--- src/rtl/reg_ctrl_fsm_if.sv ---
// Fetch/decode/writeback signal bundle between the register-file control
// unit (master) and its surroundings: instruction memory, ALU and the
// 16x8 register file (slave).
interface reg_ctrl_fsm_if #(
    parameter int PC_W = 8
);
    // Instruction fetch handshake
    logic [15:0]     InstrIn;
    logic            InstrValid;
    logic            InstrReq;
    logic [PC_W-1:0] InstrAddr;

    // ALU status and control
    logic            AluZero;
    logic [3:0]      AluOp;

    // Register file control
    logic            RegFileRead;
    logic            RegFileWrite;
    logic [3:0]      Source1;
    logic [3:0]      Source2;
    logic [3:0]      Destin;
    logic            WbSelImm;
    logic [7:0]      Imm;

    // Status
    logic            IllegalOp;
    logic            Halted;

    modport master (
        input  InstrIn, InstrValid, AluZero,
        output InstrReq, InstrAddr, AluOp, RegFileRead, RegFileWrite,
               Source1, Source2, Destin, WbSelImm, Imm, IllegalOp, Halted
    );

    modport slave (
        output InstrIn, InstrValid, AluZero,
        input  InstrReq, InstrAddr, AluOp, RegFileRead, RegFileWrite,
               Source1, Source2, Destin, WbSelImm, Imm, IllegalOp, Halted
    );
endinterface

--- src/rtl/reg_ctrl_fsm.sv ---
// Multi-cycle control unit for the 8-bit CPU. Fetches 16-bit instructions,
// decodes them, sequences the register file strobes and selects, drives the
// ALU opcode and writeback mux, and owns the program counter.
// Every output is a flop updated together with the state, so each output
// value is the one belonging to the state being entered.
module reg_ctrl_fsm #(
    parameter int              PC_W     = 8,
    parameter logic [PC_W-1:0] RESET_PC = {PC_W{1'b0}}
) (
    input  logic           clk,
    input  logic           Reset,
    reg_ctrl_fsm_if.master bus
);

    typedef enum logic [2:0] {
        ST_FETCH  = 3'd0,
        ST_DECODE = 3'd1,
        ST_EXEC   = 3'd2,
        ST_WB     = 3'd3,
        ST_HALT   = 3'd4
    } state_t;

    localparam logic [3:0] OP_NOP  = 4'h0;
    localparam logic [3:0] OP_LDI  = 4'h9;
    localparam logic [3:0] OP_BEQZ = 4'hB;
    localparam logic [3:0] OP_JMP  = 4'hC;
    localparam logic [3:0] OP_HALT = 4'hF;

    // ALU ops (1..8), LDI and MOV all finish with a register write.
    function automatic logic is_wb_op(input logic [3:0] op);
        logic r;
        case (op)
            4'h1, 4'h2, 4'h3, 4'h4, 4'h5,
            4'h6, 4'h7, 4'h8, 4'h9, 4'hA: r = 1'b1;
            default:                      r = 1'b0;
        endcase
        return r;
    endfunction

    // Opcodes D and E have no defined meaning.
    function automatic logic is_illegal_op(input logic [3:0] op);
        logic r;
        case (op)
            4'hD, 4'hE: r = 1'b1;
            default:    r = 1'b0;
        endcase
        return r;
    endfunction

    state_t          state_r;
    logic [PC_W-1:0] pc_r;
    logic [15:0]     ir_r;

    logic            instr_req_r;
    logic            reg_file_read_r;
    logic            reg_file_write_r;
    logic [3:0]      source1_r;
    logic [3:0]      source2_r;
    logic [3:0]      destin_r;
    logic [3:0]      alu_op_r;
    logic            wb_sel_imm_r;
    logic            illegal_op_r;
    logic            halted_r;

    logic [3:0]      ir_op_s;
    logic [3:0]      ir_rd_s;
    logic [7:0]      ir_imm_s;
    logic [3:0]      in_op_s;

    assign ir_op_s  = ir_r[15:12];
    assign ir_rd_s  = ir_r[11:8];
    assign ir_imm_s = ir_r[7:0];
    assign in_op_s  = bus.InstrIn[15:12];

    // Sequencer: state, PC, IR and all registered control outputs.
    always_ff @(posedge clk or posedge Reset) begin
        if (Reset) begin
            state_r          <= ST_FETCH;
            pc_r             <= RESET_PC;
            ir_r             <= 16'h0000;
            instr_req_r      <= 1'b1;
            reg_file_read_r  <= 1'b0;
            reg_file_write_r <= 1'b0;
            source1_r        <= 4'h0;
            source2_r        <= 4'h0;
            destin_r         <= 4'h0;
            alu_op_r         <= 4'h0;
            wb_sel_imm_r     <= 1'b0;
            illegal_op_r     <= 1'b0;
            halted_r         <= 1'b0;
        end else begin
            case (state_r)
                ST_FETCH: begin
                    if (bus.InstrValid) begin
                        // Capture the instruction and present operand selects
                        // so the register file is read during DECODE.
                        ir_r            <= bus.InstrIn;
                        pc_r            <= pc_r + PC_W'(1'b1);
                        state_r         <= ST_DECODE;
                        instr_req_r     <= 1'b0;
                        reg_file_read_r <= 1'b1;
                        if (in_op_s == OP_BEQZ) begin
                            source1_r <= bus.InstrIn[11:8];
                        end else begin
                            source1_r <= bus.InstrIn[7:4];
                        end
                        source2_r       <= bus.InstrIn[3:0];
                    end else begin
                        // Unbounded wait for instruction memory.
                        state_r     <= ST_FETCH;
                        instr_req_r <= 1'b1;
                    end
                end

                ST_DECODE: begin
                    state_r      <= ST_EXEC;
                    alu_op_r     <= ir_op_s;
                    illegal_op_r <= is_illegal_op(ir_op_s);
                end

                ST_EXEC: begin
                    illegal_op_r <= 1'b0;
                    if (is_wb_op(ir_op_s)) begin
                        // Sources and AluOp stay put so the ALU result is
                        // still valid while it is written back.
                        state_r          <= ST_WB;
                        reg_file_write_r <= 1'b1;
                        destin_r         <= ir_rd_s;
                        wb_sel_imm_r     <= (ir_op_s == OP_LDI);
                    end else if (ir_op_s == OP_HALT) begin
                        state_r         <= ST_HALT;
                        halted_r        <= 1'b1;
                        instr_req_r     <= 1'b0;
                        reg_file_read_r <= 1'b0;
                        source1_r       <= 4'h0;
                        source2_r       <= 4'h0;
                        alu_op_r        <= 4'h0;
                    end else begin
                        // NOP, branch, jump and illegal opcodes refetch.
                        if (ir_op_s == OP_JMP) begin
                            pc_r <= PC_W'(ir_imm_s);
                        end else if ((ir_op_s == OP_BEQZ) && bus.AluZero) begin
                            pc_r <= PC_W'(ir_imm_s);
                        end else begin
                            pc_r <= pc_r;
                        end
                        state_r         <= ST_FETCH;
                        instr_req_r     <= 1'b1;
                        reg_file_read_r <= 1'b0;
                        source1_r       <= 4'h0;
                        source2_r       <= 4'h0;
                        alu_op_r        <= 4'h0;
                    end
                end

                ST_WB: begin
                    state_r          <= ST_FETCH;
                    instr_req_r      <= 1'b1;
                    reg_file_read_r  <= 1'b0;
                    reg_file_write_r <= 1'b0;
                    source1_r        <= 4'h0;
                    source2_r        <= 4'h0;
                    destin_r         <= 4'h0;
                    alu_op_r         <= 4'h0;
                    wb_sel_imm_r     <= 1'b0;
                end

                ST_HALT: begin
                    // Only Reset leaves HALT.
                    state_r  <= ST_HALT;
                    halted_r <= 1'b1;
                end

                default: begin
                    // Recover from an unreachable encoding by refetching.
                    state_r          <= ST_FETCH;
                    instr_req_r      <= 1'b1;
                    reg_file_read_r  <= 1'b0;
                    reg_file_write_r <= 1'b0;
                    source1_r        <= 4'h0;
                    source2_r        <= 4'h0;
                    destin_r         <= 4'h0;
                    alu_op_r         <= 4'h0;
                    wb_sel_imm_r     <= 1'b0;
                    illegal_op_r     <= 1'b0;
                    halted_r         <= 1'b0;
                end
            endcase
        end
    end

    assign bus.InstrReq     = instr_req_r;
    assign bus.InstrAddr    = pc_r;
    assign bus.RegFileRead  = reg_file_read_r;
    assign bus.RegFileWrite = reg_file_write_r;
    assign bus.Source1      = source1_r;
    assign bus.Source2      = source2_r;
    assign bus.Destin       = destin_r;
    assign bus.AluOp        = alu_op_r;
    assign bus.WbSelImm     = wb_sel_imm_r;
    assign bus.Imm          = ir_imm_s;
    assign bus.IllegalOp    = illegal_op_r;
    assign bus.Halted       = halted_r;

endmodule

--- src/flat_wrapper.sv ---
// flat-port wrapper written by rule: the top's interface ports become plain ports
module reg_ctrl_fsm_flat 
#(
    parameter int              PC_W     = 8,
    parameter logic [PC_W-1:0] RESET_PC = {PC_W{1'b0}}
)
  (clk, Reset, bus_InstrIn, bus_InstrValid, bus_AluZero, bus_InstrReq, bus_InstrAddr, bus_AluOp, bus_RegFileRead, bus_RegFileWrite, bus_Source1, bus_Source2, bus_Destin, bus_WbSelImm, bus_Imm, bus_IllegalOp, bus_Halted);
  reg_ctrl_fsm_if #(.PC_W(PC_W)) bus_i ();
  input  logic clk;
  input  logic Reset;
  input wire logic [$bits(bus_i.InstrIn)-1:0] bus_InstrIn;
  input wire logic [$bits(bus_i.InstrValid)-1:0] bus_InstrValid;
  input wire logic [$bits(bus_i.AluZero)-1:0] bus_AluZero;
  output wire logic [$bits(bus_i.InstrReq)-1:0] bus_InstrReq;
  output wire logic [$bits(bus_i.InstrAddr)-1:0] bus_InstrAddr;
  output wire logic [$bits(bus_i.AluOp)-1:0] bus_AluOp;
  output wire logic [$bits(bus_i.RegFileRead)-1:0] bus_RegFileRead;
  output wire logic [$bits(bus_i.RegFileWrite)-1:0] bus_RegFileWrite;
  output wire logic [$bits(bus_i.Source1)-1:0] bus_Source1;
  output wire logic [$bits(bus_i.Source2)-1:0] bus_Source2;
  output wire logic [$bits(bus_i.Destin)-1:0] bus_Destin;
  output wire logic [$bits(bus_i.WbSelImm)-1:0] bus_WbSelImm;
  output wire logic [$bits(bus_i.Imm)-1:0] bus_Imm;
  output wire logic [$bits(bus_i.IllegalOp)-1:0] bus_IllegalOp;
  output wire logic [$bits(bus_i.Halted)-1:0] bus_Halted;
  assign bus_i.InstrIn = bus_InstrIn;
  assign bus_i.InstrValid = bus_InstrValid;
  assign bus_i.AluZero = bus_AluZero;
  assign bus_InstrReq = bus_i.InstrReq;
  assign bus_InstrAddr = bus_i.InstrAddr;
  assign bus_AluOp = bus_i.AluOp;
  assign bus_RegFileRead = bus_i.RegFileRead;
  assign bus_RegFileWrite = bus_i.RegFileWrite;
  assign bus_Source1 = bus_i.Source1;
  assign bus_Source2 = bus_i.Source2;
  assign bus_Destin = bus_i.Destin;
  assign bus_WbSelImm = bus_i.WbSelImm;
  assign bus_Imm = bus_i.Imm;
  assign bus_IllegalOp = bus_i.IllegalOp;
  assign bus_Halted = bus_i.Halted;
  reg_ctrl_fsm #(.PC_W(PC_W), .RESET_PC(RESET_PC)) u_core (.clk(clk), .Reset(Reset), .bus(bus_i));
endmodule
--- config.mk ---
export PLATFORM = sky130hd
export DESIGN_NAME = reg_ctrl_fsm_flat
export DESIGN_NICKNAME = d
export VERILOG_FILES = /design/src/rtl/reg_ctrl_fsm_if.sv /design/src/rtl/reg_ctrl_fsm.sv /design/src/flat_wrapper.sv
export SDC_FILE = /design/constraint.sdc
export NUM_CORES = 1
export LEC_CHECK = 0
export CAP_MARGIN = 20
export CELL_PAD_IN_SITES_DETAIL_PLACEMENT = 0
export CELL_PAD_IN_SITES_GLOBAL_PLACEMENT = 1
export CORE_MARGIN = 4
export CORE_UTILIZATION = 38
export CTS_BUF_LIST = sky130_fd_sc_hd__clkbuf_4 sky130_fd_sc_hd__clkbuf_8
export DETAILED_ROUTE_END_ITERATION = 8
export GPL_TIMING_DRIVEN = 0
export PLACE_DENSITY = 0.82
export SLEW_MARGIN = 20
export SYNTH_ARGS = -nofsm -noshare
export SYNTH_HDL_FRONTEND = slang
export SYNTH_SLANG_ARGS = --single-unit
--- constraint.sdc ---
create_clock -name clk -period 3 [get_ports clk]
set_input_delay 0.45 -clock clk [delete_from_list [all_inputs] [get_ports clk]]
set_output_delay 0.45 -clock clk [all_outputs]
set_load 0.005 [all_outputs]
# [After elaboration in Yosys (flattened, before gate mapping)]
# Memories as Yosys holds them, arrays and structs flattened.
# Cells that the tools add are included.
[totals] regBits=49 romBits=16 out_inout_bits=38 wordCells=88 mem_count=1
[op_classes] add_sub_neg=1 eq_ne=17 mux=36 bitwise_logic=4 n_reduce_logical=16
[memory_table] memory="(no name shown)" depth=16 width=1 read_ports=1 rd_ports_with_merged_regs=0 wr=0 line="reg_ctrl_fsm.sv:32" text="case (op)"
[ops] cell="$mux 8" n=5
[ops] cell="$pmux 4 s3" n=3
[ops] cell="$eq 4x4->1 const B" n=7
[ops] cell="$mux 4" n=5
[ops] cell="$pmux 8 s2" n=1
[ops] cell="$mux 1" n=12
[ops] cell="$pmux 3 s4" n=1
[ops] cell="$pmux 1 s3" n=3
[ops] cell="$reduce_or 3->1" n=3
[ops] cell="$add 8x1->8 const B" n=1
[ops] cell="$pmux 4 s2" n=1
[ops] cell="$reduce_and 2->1" n=4
[ops] cell="$eq 3x2->1 const B" n=2
[ops] cell="$mux 3" n=2
[ops] cell="$ne 2x2->1 const B" n=3
[ops] cell="$pmux 1 s2" n=3
[ops] cell="$reduce_and 3->1" n=2
[ops] cell="$reduce_or 2->1" n=3
[ops] cell="$reduce_and 5->1" n=1
[ops] cell="$ne 2x1->1 const B" n=2
[ops] cell="$not 1->1" n=4
[ops] cell="$eq 3x1->1 const B" n=1
[ops] cell="$eq 3x3->1 const B" n=1
[ops] cell="$logic_not 3->1" n=1
[ops] cell="3 further kinds" n=3

# [Logic depth before layout (Yosys ltp)]
# Gate-level depths: netlist of run 1.
[depth] depth_word=7 ltp_mapped=6 ltp_nobuf=5

# [Worst setup path after synthesis of run 1]
# OpenSTA, ideal clock, no wires.
[synth_path] kind="flip-flop to flip-flop" startpoint="reg u_core.state_r[1]" endpoint="reg u_core.pc_r[1] (netlist: u_core.bus.InstrAddr[1])" setup_ns=0.128 t_arrival_ns=1.792 t_required_ns=2.872 slack_ns=1.080 path_stages_with_launch=7 path_buffers=2 synth_period_minus_slack_ns=1.920 path_cell_list="dfrtp_1 -> buf_6 -> or4b_4 -> buf_6 -> o211a_2 -> a211oi_4 -> mux2_1"
[synth_between] elab_chain_len=3 word_cells_on_any_way=9 cone_classes="eq/ne (5); mux (1); reduce/logical (3)"
[synth_lines] element="start, declared" line="reg_ctrl_fsm.sv:50" text="state_t state_r;"
[synth_lines] element="start signal, assigned" line="reg_ctrl_fsm.sv:78" text="state_r <= ST_FETCH;"
[synth_lines] element="start signal, assigned" line="reg_ctrl_fsm.sv:99" text="state_r <= ST_DECODE;"
[synth_lines] element="start signal, assigned" line="reg_ctrl_fsm.sv:110" text="state_r <= ST_FETCH;"
[synth_lines] element="$eq 3x2->1 / $logic_not 3->1 (equally long branches)" line="reg_ctrl_fsm.sv:92" text="case (state_r)"
[synth_lines] element="$ne 3x1->1 (no line), or another cell as far along"
[synth_lines] element="$reduce_and 5->1 (no line)"
[synth_lines] element="end signal, assigned" line="reg_ctrl_fsm.sv:98" text="pc_r <= pc_r + PC_W'(1'b1);"
[synth_lines] element="end signal, assigned" line="reg_ctrl_fsm.sv:141" text="pc_r <= PC_W'(ir_imm_s);"
[synth_lines] element="end signal, assigned" line="reg_ctrl_fsm.sv:143" text="pc_r <= PC_W'(ir_imm_s);"
[synth_lines] element="end, declared" line="reg_ctrl_fsm.sv:51" text="logic [PC_W-1:0] pc_r;"
# Several ways; a longest one is shown, not always the timed one.
# A chain may end at the register's enable or synchronous reset.

# [Final worst setup path of run 1]
[layout_path] startpoint="in bus_InstrValid" endpoint="reg u_core.pc_r[1] (netlist: u_core.bus.InstrAddr[1])"
[layout_between] elab_chain_len=2
[layout_lines] element="start, declared" line="flat_wrapper.sv:12" text="input wire logic [$bits(bus_i.InstrValid)-1:0] bus_InstrValid;"
[layout_lines] element="$ne 2x2->1 (no line)"
[layout_lines] element="$reduce_and 5->1 (no line)"
# Every way passes these cells.

==> results_dict.tcl, run 1 <==
set metrics [dict create \
    cp-start-kind "primary input" \
    vdd_drop_max_v 0.000405 \
    insertion_delay_ps 300 \
    synth_area_leaders "dfrtp_1 49%, nand2_1 8.1%, a22o_1 2.9%" \
    syn_nets 269 \
    worst_pin_slew_ps 790 \
    vias 2053 \
    synth.avg_cell_area_sq_um 9.89 \
    swShare_pct 38.8 \
    syn_to_final_growth_pct 31.5 \
    yosys_most_used_dff "dfrtp_1" \
    drtIter0Drc 103 \
    h-tree-depth 2 \
    seq_area_frac_synth_pct 50.1 \
    cts_setup_buffers 0 \
    critPathKind "primary input to register" \
    grt_pass1_wl_um 10100 \
    antenna_cells 0 \
    core-area_sq_um 6310 \
    period_needed_ps 2340 \
    p_int_uw 2010 \
    cts_resized 0 \
    fmax_ghz 0.428 \
    synth_top_area_cell "dfrtp_1" \
    die_area_sq_um 7800 \
    startpoint "bus_InstrValid" \
    cts-root-buf "clkbuf_8" \
    die_y_um 88.3 \
    rows 29 \
    synth_most_common_cell "nand2_1" \
    finalCritPeriodShare_pct 77.9 \
    powerDensity_nw_per_um2 1020 \
    wl_um 6040 \
    first_global_vias 2089 \
    yosys_warnings 0 \
    portBuffers 57 \
    power.net_switching_uw 1280 \
    ys_ff_latch 49 \
    synth_edf_count 0 \
    rr_startpoint "u_core.state_r[0]$_DFF_PP0_" \
    gp_congestion 0.833 \
    grt_max_degree 31 \
    worstPathArrival_ps 2530 \
    start_util_pct 38.8 \
    layout.nets 334 \
    overflow 0 \
    path_clk_slew_ps 90 \
    finish.utilization_pct 51.1 \
    drv_cap 0 \
    die_w_um 88.3 \
    finalSetupViolCount 0 \
    final-hold-violation-count 0 \
    syn_area_sq_um 2450 \
    comb_power_share_pct 52.8 \
    rsz0062_at_grt "false" \
    cts_hold_buf 0 \
    leakagePower_uw 0.00145 \
    cts_tree "done" \
    yosys-top-cells-count "53 x nand2_1, 48 x dfrtp_1, 12 x a21oi_1" \
    drc 0 \
    status "complete, no violations" \
    slew_headroom_pct 47.2 \
    track_usage_pct 16.7 \
    drive_gt1_share_pct 11.2 \
    firstDrtPassIters 4 \
    ys_types 53 \
    pwr-share-seq_pct 35.6 \
    antenna_found_initial 0 \
    clkPwrFrac_pct 11.6 \
    clock_sinks 49 \
    endpoint_kind "register" \
    fin_skew_ps 5.42 \
    routedWlPerCell_um 15.5 \
    cts_made_buffers 5 \
    report.final.slew_viol_count 0 \
    avgViaCountPerCell 5.26 \
    hold_class "primary input to asynchronous set/reset pin" \
    fin_tns_setup_ps 0 \
    ant_nets 0 \
    synth_cells 248 \
    dp_hpwl_um 4430 \
    clk_path_buf_depth 2 \
    ios 58 \
    cp.required_ps 3190 \
    critPathMaxFanout 7 \
    synth-async-reset-ratio_pct 100 \
    synth_top_area_share_pct 49.0 \
]
## cell families after synthesis
| logic type | after synthesis | synth area share, % |
|---|---|---|
| simple gates | 92 | 18.6 |
| compound gates | 64 | 19.6 |
| flops | 49 | 50.1 |
| buf+inv | 32 | 7.14 |
| mux | 8 | 3.32 |
| xor+xnor | 2 | 0.714 |
| fa+ha+maj | 1 | 0.510 |
## per-layer routing
metal | vias up | share of wire (%) | global-route usage (%)
met3 | 4 | 6.5 | 4.84
met5 | - | 0 | 0
met2 | 51 | 46 | 26.6
met4 | 0 | 0.91 | 4.81
li1 | 1007 | - | -
met1 | 991 | 46 | 22.3
## layout make-up
type	instances	area [sq um]
Timing Repair Buffer	58	591
Buffer	24	145
Fill cell	632	3090
Inverter	8	30.0
Clock buffer	5	68.8
Multi-Input combinational cell	167	1050
Sequential cell	49	1230
Tap cell	77	96.3
Clock inverter	2	16.3
## sequential cells by signal, summed over array words and instances (netlist names)
| register | flops |
|---|---|
| u_core.state_r | 3 |
| u_core.bus.RegFileWrite | 1 |
| u_core.bus.InstrReq | 1 |
| u_core.bus.IllegalOp | 1 |
| u_core.bus.WbSelImm | 1 |
| u_core.bus.AluOp | 4 |
| u_core.bus.InstrAddr | 8 |
| u_core.bus.Halted | 1 |
| u_core.bus.RegFileRead | 1 |
| u_core.ir_r | 16 |
| u_core.bus.Destin | 4 |
| u_core.bus.Source2 | 4 |
| u_core.bus.Source1 | 4 |
## per-stage QoR
| step | instance area, sq um | cells | hold slack [ps] | power, uW | worst slack [ps] |
|---|---|---|---|---|---|
| after detailed placement | 3140 | 383 | 467 | 2930 | 357 |
| after floorplan | 2450 | 248 | 446 | 2170 | 1080 |
| after global routing | 3220 | 390 | 496 | 3570 | 543 |
| after global placement | 3120 | 382 | 460 | 2900 | 368 |
| final | 3220 | 390 | 457 | 3290 | 664 |
| after CTS | 3220 | 390 | 462 | 3330 | 687 |
## worst paths after layout
path                                                  endpoint  slack (ps)  cells after the start
max                        u_core.bus.InstrAddr[1]$_DFFE_PP0P_         660                      5
min                                u_core.ir_r[11]$_DFFE_PP0N_         460                      2
max reg2reg                u_core.bus.InstrAddr[1]$_DFFE_PP0P_         730                      5
min reg2reg                    u_core.bus.InstrReq$_DFFE_PP1P_         490                      2
max in group asynchronous      u_core.bus.InstrReq$_DFFE_PP1P_        1960                      3
min in group clk               u_core.bus.InstrReq$_DFFE_PP1P_         490                      2
## cell usage in the layout, fill, tap and decap left out, types with 7 or more instances in the layout
master and count:
o2bb2ai_1 8, inv_1 7, nand2_1 53, clkdlybuf4s50_1 57
buf_4 9, nor2_1 8, dfrtp_1 48, a22o_1 8
mux2i_1 7, o21ai_0 7, clkbuf_1 8, a21oi_1 12
## critical path, cell delays in order
cell and delay (ps):
clkdlybuf4s50_1 490, nor4b_2 660, nor2_1 250, a211oi_4 330, mux2_1 350
## power groups by stage
stage / Combinational (uW) / Clock, uW / Sequential (uW)
6_report: 1740 / 383 / 1170
3_3_place_gp: 1720 / 0 / 1170
5_1_grt: 1930 / 429 / 1210
2_1_floorplan: 1020 / 0 / 1150
4_1_cts: 1750 / 401 / 1170
3_5_place_dp: 1740 / 0 / 1180
Power figures use the tool's default switching activity.
==> inputs of run 2 (changes only) <==
==> constraint.sdc (replaced) <==
create_clock -name clk -period 2.2 [get_ports clk]
set_input_delay 0.33 -clock clk [delete_from_list [all_inputs] [get_ports clk]]
set_output_delay 0.33 -clock clk [all_outputs]
set_load 0.005 [all_outputs]
==> run 2 against run 1 <==
Compared with the run above: clock power increased by 38%; register-to-register slack got worse by 600 ps; hold slack got worse by 120 ps; critical path depth unchanged; critical endpoint unchanged.
==> results_dict.tcl, run 2 (synthesis results as in run 1) <==
set metrics [dict create \
    status "complete, no violations" \
    cts_made_buffers 5 \
    cts-root-buf "clkbuf_8" \
    clock_sinks 49 \
    fmax_ghz 0.484 \
    start_util_pct 38.8 \
    largest-register "u_core.ir_r" \
    endpoint_kind "register" \
    grt_pass1_wl_um 10200 \
    die_w_um 88.3 \
    dp_hpwl_um 4430 \
    first_global_vias 2099 \
    firstDrtPassIters 4 \
    rsz0062_at_grt "false" \
    overflow 0 \
    vdd_drop_max_v 0.000551 \
    antenna_cells 0 \
    drive_gt1_share_pct 11.5 \
    leakagePower_uw 0.00146 \
    antenna_found_initial 0 \
    die_y_um 88.3 \
    gp_congestion 0.833 \
    drc 0 \
    report.final.slew_viol_count 0 \
    period_needed_ps 2070 \
    r2r-end "u_core.bus.InstrAddr[1]$_DFFE_PP0P_" \
    powerDensity_nw_per_um2 1390 \
    portBuffers 57 \
    ant_nets 0 \
    fin_skew_ps 3.77 \
    cts_tree "done" \
    rows 29 \
    avgViaCountPerCell 5.27 \
    track_usage_pct 16.8 \
    pre_cts_ws_ps -323 \
    insertion_delay_ps 310 \
    critPathKind "register to register" \
    cts_setup_buffers 0 \
    hold_class "primary input to asynchronous set/reset pin" \
    final_common_cell "clkdlybuf4s50_1" \
    finalCritPeriodShare_pct 93.9 \
    largest_reg_flops 16 \
    drtIter0Drc 79 \
    final-hold-violation-count 0 \
    clk_path_buf_depth 2 \
    grt_max_degree 31 \
    holdWs_ps 332 \
    vias 2057 \
    r2r_slack_ps 130 \
    path_clk_slew_ps 90 \
    syn_to_final_growth_pct 32.0 \
    die_area_sq_um 7800 \
    finish.utilization_pct 51.3 \
    fin_tns_setup_ps 0 \
    wl_um 6060 \
    layout.nets 334 \
    ios 58 \
    routedWlPerCell_um 15.5 \
    layout_common_cells "57 x clkdlybuf4s50_1, 53 x nand2_1, 48 x dfrtp_1, 12 x a21oi_1, 9 x buf_4" \
    slew_headroom_pct 60.2 \
    cp.required_ps 2400 \
    fin_area_sq_um 3240 \
    h-tree-depth 2 \
    worstPathArrival_ps 2260 \
    cp-start-kind "register" \
    drv_cap 0 \
    ff2ff_path_depth 5 \
    worst_pin_slew_ps 592 \
    critPathMaxFanout 9 \
    core-area_sq_um 6310 \
    setup_ws_ps 134 \
    placed_area_sq_um 3140 \
    rr_startpoint "u_core.ir_r[13]$_DFFE_PP0N_" \
    finalSetupViolCount 0 \
]
==> run 2: cell counts in the layout (fill, tap and decap cells not counted) <==
Identical to the previous run, type by type.
==> run 2: how the worst max path moves through the flow <==
stage                                     start                                   to  slack (ps)  depth (start not counted)
floorplan           u_core.state_r[1]$_DFF_PP0_  u_core.bus.InstrAddr[1]$_DFFE_PP0P_         280                          6
global placement                          Reset  u_core.bus.InstrAddr[3]$_DFFE_PP0P_        -310                          2
detailed placement               bus_InstrValid  u_core.bus.InstrAddr[1]$_DFFE_PP0P_        -320                          5
CTS                 u_core.ir_r[13]$_DFFE_PP0N_  u_core.bus.InstrAddr[1]$_DFFE_PP0P_         100                          5
global route        u_core.ir_r[13]$_DFFE_PP0N_  u_core.bus.InstrAddr[1]$_DFFE_PP0P_           7                          5
finish              u_core.ir_r[13]$_DFFE_PP0N_  u_core.bus.InstrAddr[1]$_DFFE_PP0P_         130                          5
==> run 2: what timing repair did <==
item	CTS	global route
hold buffers	0	0
setup endpoints to repair	1	2
pin swaps	0	0
gates resized for setup	1	1
hold endpoints to repair	0	0
gates cloned	0	0
==> run 2: per-stage QoR <==
stage	std cells	total power (uW)
after floorplan	248	2960
after global placement	382	3950
after detailed placement	383	3990
after CTS	390	4550
after global routing	390	4890
final	390	4520
==> run 2: metal layers <==
layer  GRT usage (%)  part of all wire [%]
met2            27.0                    47
met3            4.84                   5.9
met1            22.2                    46
met4            4.81                   1.0
met5               0                     0
==> run 2: critical path, stage by stage (launching register included) <==
cell,delay (ps)
dfrtp_1,370
clkbuf_1,210
or4_1,590
o211a_2,210
a211oi_4,230
mux2_1,350
==> run 2: power by group <==
group	leakage [uW]	total (uW)	internal (uW)	switching (uW)
logic	0.000803	2390	1230	1150
clock network	0.0000402	530	220	310
registers	0.000618	1600	1300	300
==> run 2: layout make-up <==
cell class / count / area (sq um)
Sequential cell: 49 / 1230
Tap cell: 77 / 96.3
Fill cell: 630 / 3080
Clock buffer: 5 / 68.8
Multi-Input combinational cell: 167 / 1060
Inverter: 8 / 30.0
Timing Repair Buffer: 58 / 591
Clock inverter: 2 / 16.3
Buffer: 24 / 145
==> inputs of run 3 (changes only) <==
--- a/config.mk
+++ b/config.mk
@@ -14,6 +14,7 @@
 export DETAILED_ROUTE_END_ITERATION = 8
 export GPL_TIMING_DRIVEN = 0
 export PLACE_DENSITY = 0.82
+export RECOVER_POWER = 50
 export SLEW_MARGIN = 20
 export SYNTH_ARGS = -nofsm -noshare
 export SYNTH_HDL_FRONTEND = slang
==> run 3 against run 2 <==
Compared with the run above: routed wire length rose by 0.38%; critical path depth did not move; largest cell class unchanged; total power fell by 1.2%; worst setup slack barely moved.
==> results_dict.tcl, run 3 (synthesis results as in run 1) <==
set metrics [dict create \
    status "complete, no violations" \
    die_w_um 88.3 \
    syn_to_final_growth_pct 31.4 \
    hold_depth 2 \
    min_from "u_core.ir_r[8]$_DFFE_PP0N_" \
    vias 2056 \
    holdWs_ps 485 \
    ff2ff_path_depth 5 \
    gp_congestion 0.833 \
    rr_startpoint "u_core.ir_r[13]$_DFFE_PP0N_" \
    critical-path-top-delay-family "simple AND/OR/NAND/NOR gates" \
    fill_cells 632 \
    finalSetupViolCount 0 \
    ios 58 \
    endpoint_kind "register" \
    cp-start-kind "register" \
    final_common_cell "nand2_1" \
    track_usage_pct 16.8 \
    drtIter0Drc 80 \
    slew_headroom_pct 50.0 \
    cts_made_buffers 5 \
    clock_sinks 49 \
    worstPathArrival_ps 2260 \
    die_area_sq_um 7800 \
    antenna_cells 0 \
    ant_nets 0 \
    start_util_pct 38.8 \
    layout_common_cells "53 x nand2_1, 48 x dfrtp_1, 39 x clkdlybuf4s50_1, 18 x dlygate4sd3_1, 12 x a21oi_1" \
    report.final.slew_viol_count 0 \
    rsz0062_at_grt "false" \
    r2r_slack_ps 130 \
    routedWlPerCell_um 15.6 \
    path_clk_slew_ps 90 \
    portBuffers 57 \
    drive_gt1_share_pct 11.2 \
    cts_hold_buf 0 \
    dp_hpwl_um 4430 \
    avgViaCountPerCell 5.27 \
    first_global_vias 2099 \
    antenna_found_initial 0 \
    leakagePower_uw 0.00150 \
    fmax_ghz 0.484 \
    placed_area_sq_um 3140 \
    wl_um 6090 \
    finish.utilization_pct 51.1 \
    finalCritPeriodShare_pct 93.9 \
    clk_path_buf_depth 2 \
    crit_chain "clkbuf_1 -> or4_1 -> o211a_2 -> a211oi_4 -> mux2_1" \
    drc 0 \
    worst_pin_slew_ps 751 \
    cp.required_ps 2400 \
    cts_tree "done" \
    fin_skew_ps 4.46 \
    core-area_sq_um 6310 \
    crit_buf_inv 1 \
    fin_area_sq_um 3220 \
    h-tree-depth 2 \
    hold_class "register to register" \
    firstDrtPassIters 4 \
    worst_path_max_delay_cell "or4_1" \
    grt_pass1_wl_um 10200 \
    overflow 0 \
    layout.nets 334 \
    grt_max_degree 31 \
    largest_reg_flops 16 \
    powerDensity_nw_per_um2 1380 \
    final-hold-violation-count 0 \
    rows 29 \
    cts-root-buf "clkbuf_8" \
    whs_endpoint "u_core.ir_r[8]$_DFFE_PP0N_" \
    r2r-end "u_core.bus.InstrAddr[1]$_DFFE_PP0P_" \
    crit_path_max_incr_delay_ps 590 \
    vdd_drop_max_v 0.000540 \
    largest-register "u_core.ir_r" \
    drv_cap 0 \
    insertion_delay_ps 310 \
    critPathMaxFanout 9 \
    die_y_um 88.3 \
    critPathKind "register to register" \
    period_needed_ps 2070 \
]
run 3: worst max-delay path by stage:
stage | endpoint | slack, ps | depth (start not counted) | from
CTS | u_core.bus.InstrAddr[1]$_DFFE_PP0P_ | 100 | 5 | u_core.ir_r[13]$_DFFE_PP0N_
global placement | u_core.bus.InstrAddr[3]$_DFFE_PP0P_ | -310 | 2 | Reset
detailed placement | u_core.bus.InstrAddr[1]$_DFFE_PP0P_ | -320 | 5 | bus_InstrValid
floorplan | u_core.bus.InstrAddr[1]$_DFFE_PP0P_ | 280 | 6 | u_core.state_r[1]$_DFF_PP0_
finish | u_core.bus.InstrAddr[1]$_DFFE_PP0P_ | 130 | 5 | u_core.ir_r[13]$_DFFE_PP0N_
global route | u_core.bus.InstrAddr[1]$_DFFE_PP0P_ | 7 | 5 | u_core.ir_r[13]$_DFFE_PP0N_
run 3: per-stage QoR:
| step | setup WS, ps | TNS (ps) | total power, uW | instances |
|---|---|---|---|---|
| after CTS | 99.0 | 0 | 4550 | 390 |
| after detailed placement | -323 | -696 | 3990 | 383 |
| after global placement | -312 | -15450 | 3950 | 382 |
| after global routing | 6.66 | 0 | 4830 | 390 |
| final | 133 | 0 | 4460 | 390 |
| after floorplan | 280 | 0 | 2960 | 248 |
run 3: timing repair:
| action | in CTS | in global routing |
|---|---|---|
| resized for setup | 1 | 1 |
| setup buffers | 0 | 0 |
| pin swaps | 0 | 0 |
| endpoints found under the setup margin | 1 | 2 |
| gates cloned | 0 | 0 |
run 3: layout make-up:
type                    count  area [sq um]  area share, %
plain buffers              24           145           4.50
clock buffers               5          68.8           2.14
clock inverters             2          16.3          0.505
inverters                   8          30.0          0.932
multi-input cells         167          1060           33.0
flip-flops and latches     49          1230           38.1
well taps                  77          96.3           2.99
repair buffers             58           576           17.9
run 3: layer usage:
metal	share of wire, %	global-route usage, %	vias up	wire [um]
met4	1.0	4.81	0	63
met5	0	0	-	0
li1	-	-	1009	-
met1	47	22.2	993	2840
met3	5.9	4.84	5	356
met2	46	27.0	49	2830
run 3: where the power goes:
part,switching [uW],total (uW),internal (uW)
Combinational,1150,2340,1190
Sequential,294,1590,1300
Clock,308,528,220
run 3: worst min-delay path: cells and delay by family, from the launching register on:
| family | cells | cell delay [ps] |
|---|---|---|
| simple gates | 2 | 100 |
| flops | 1 | 350 |
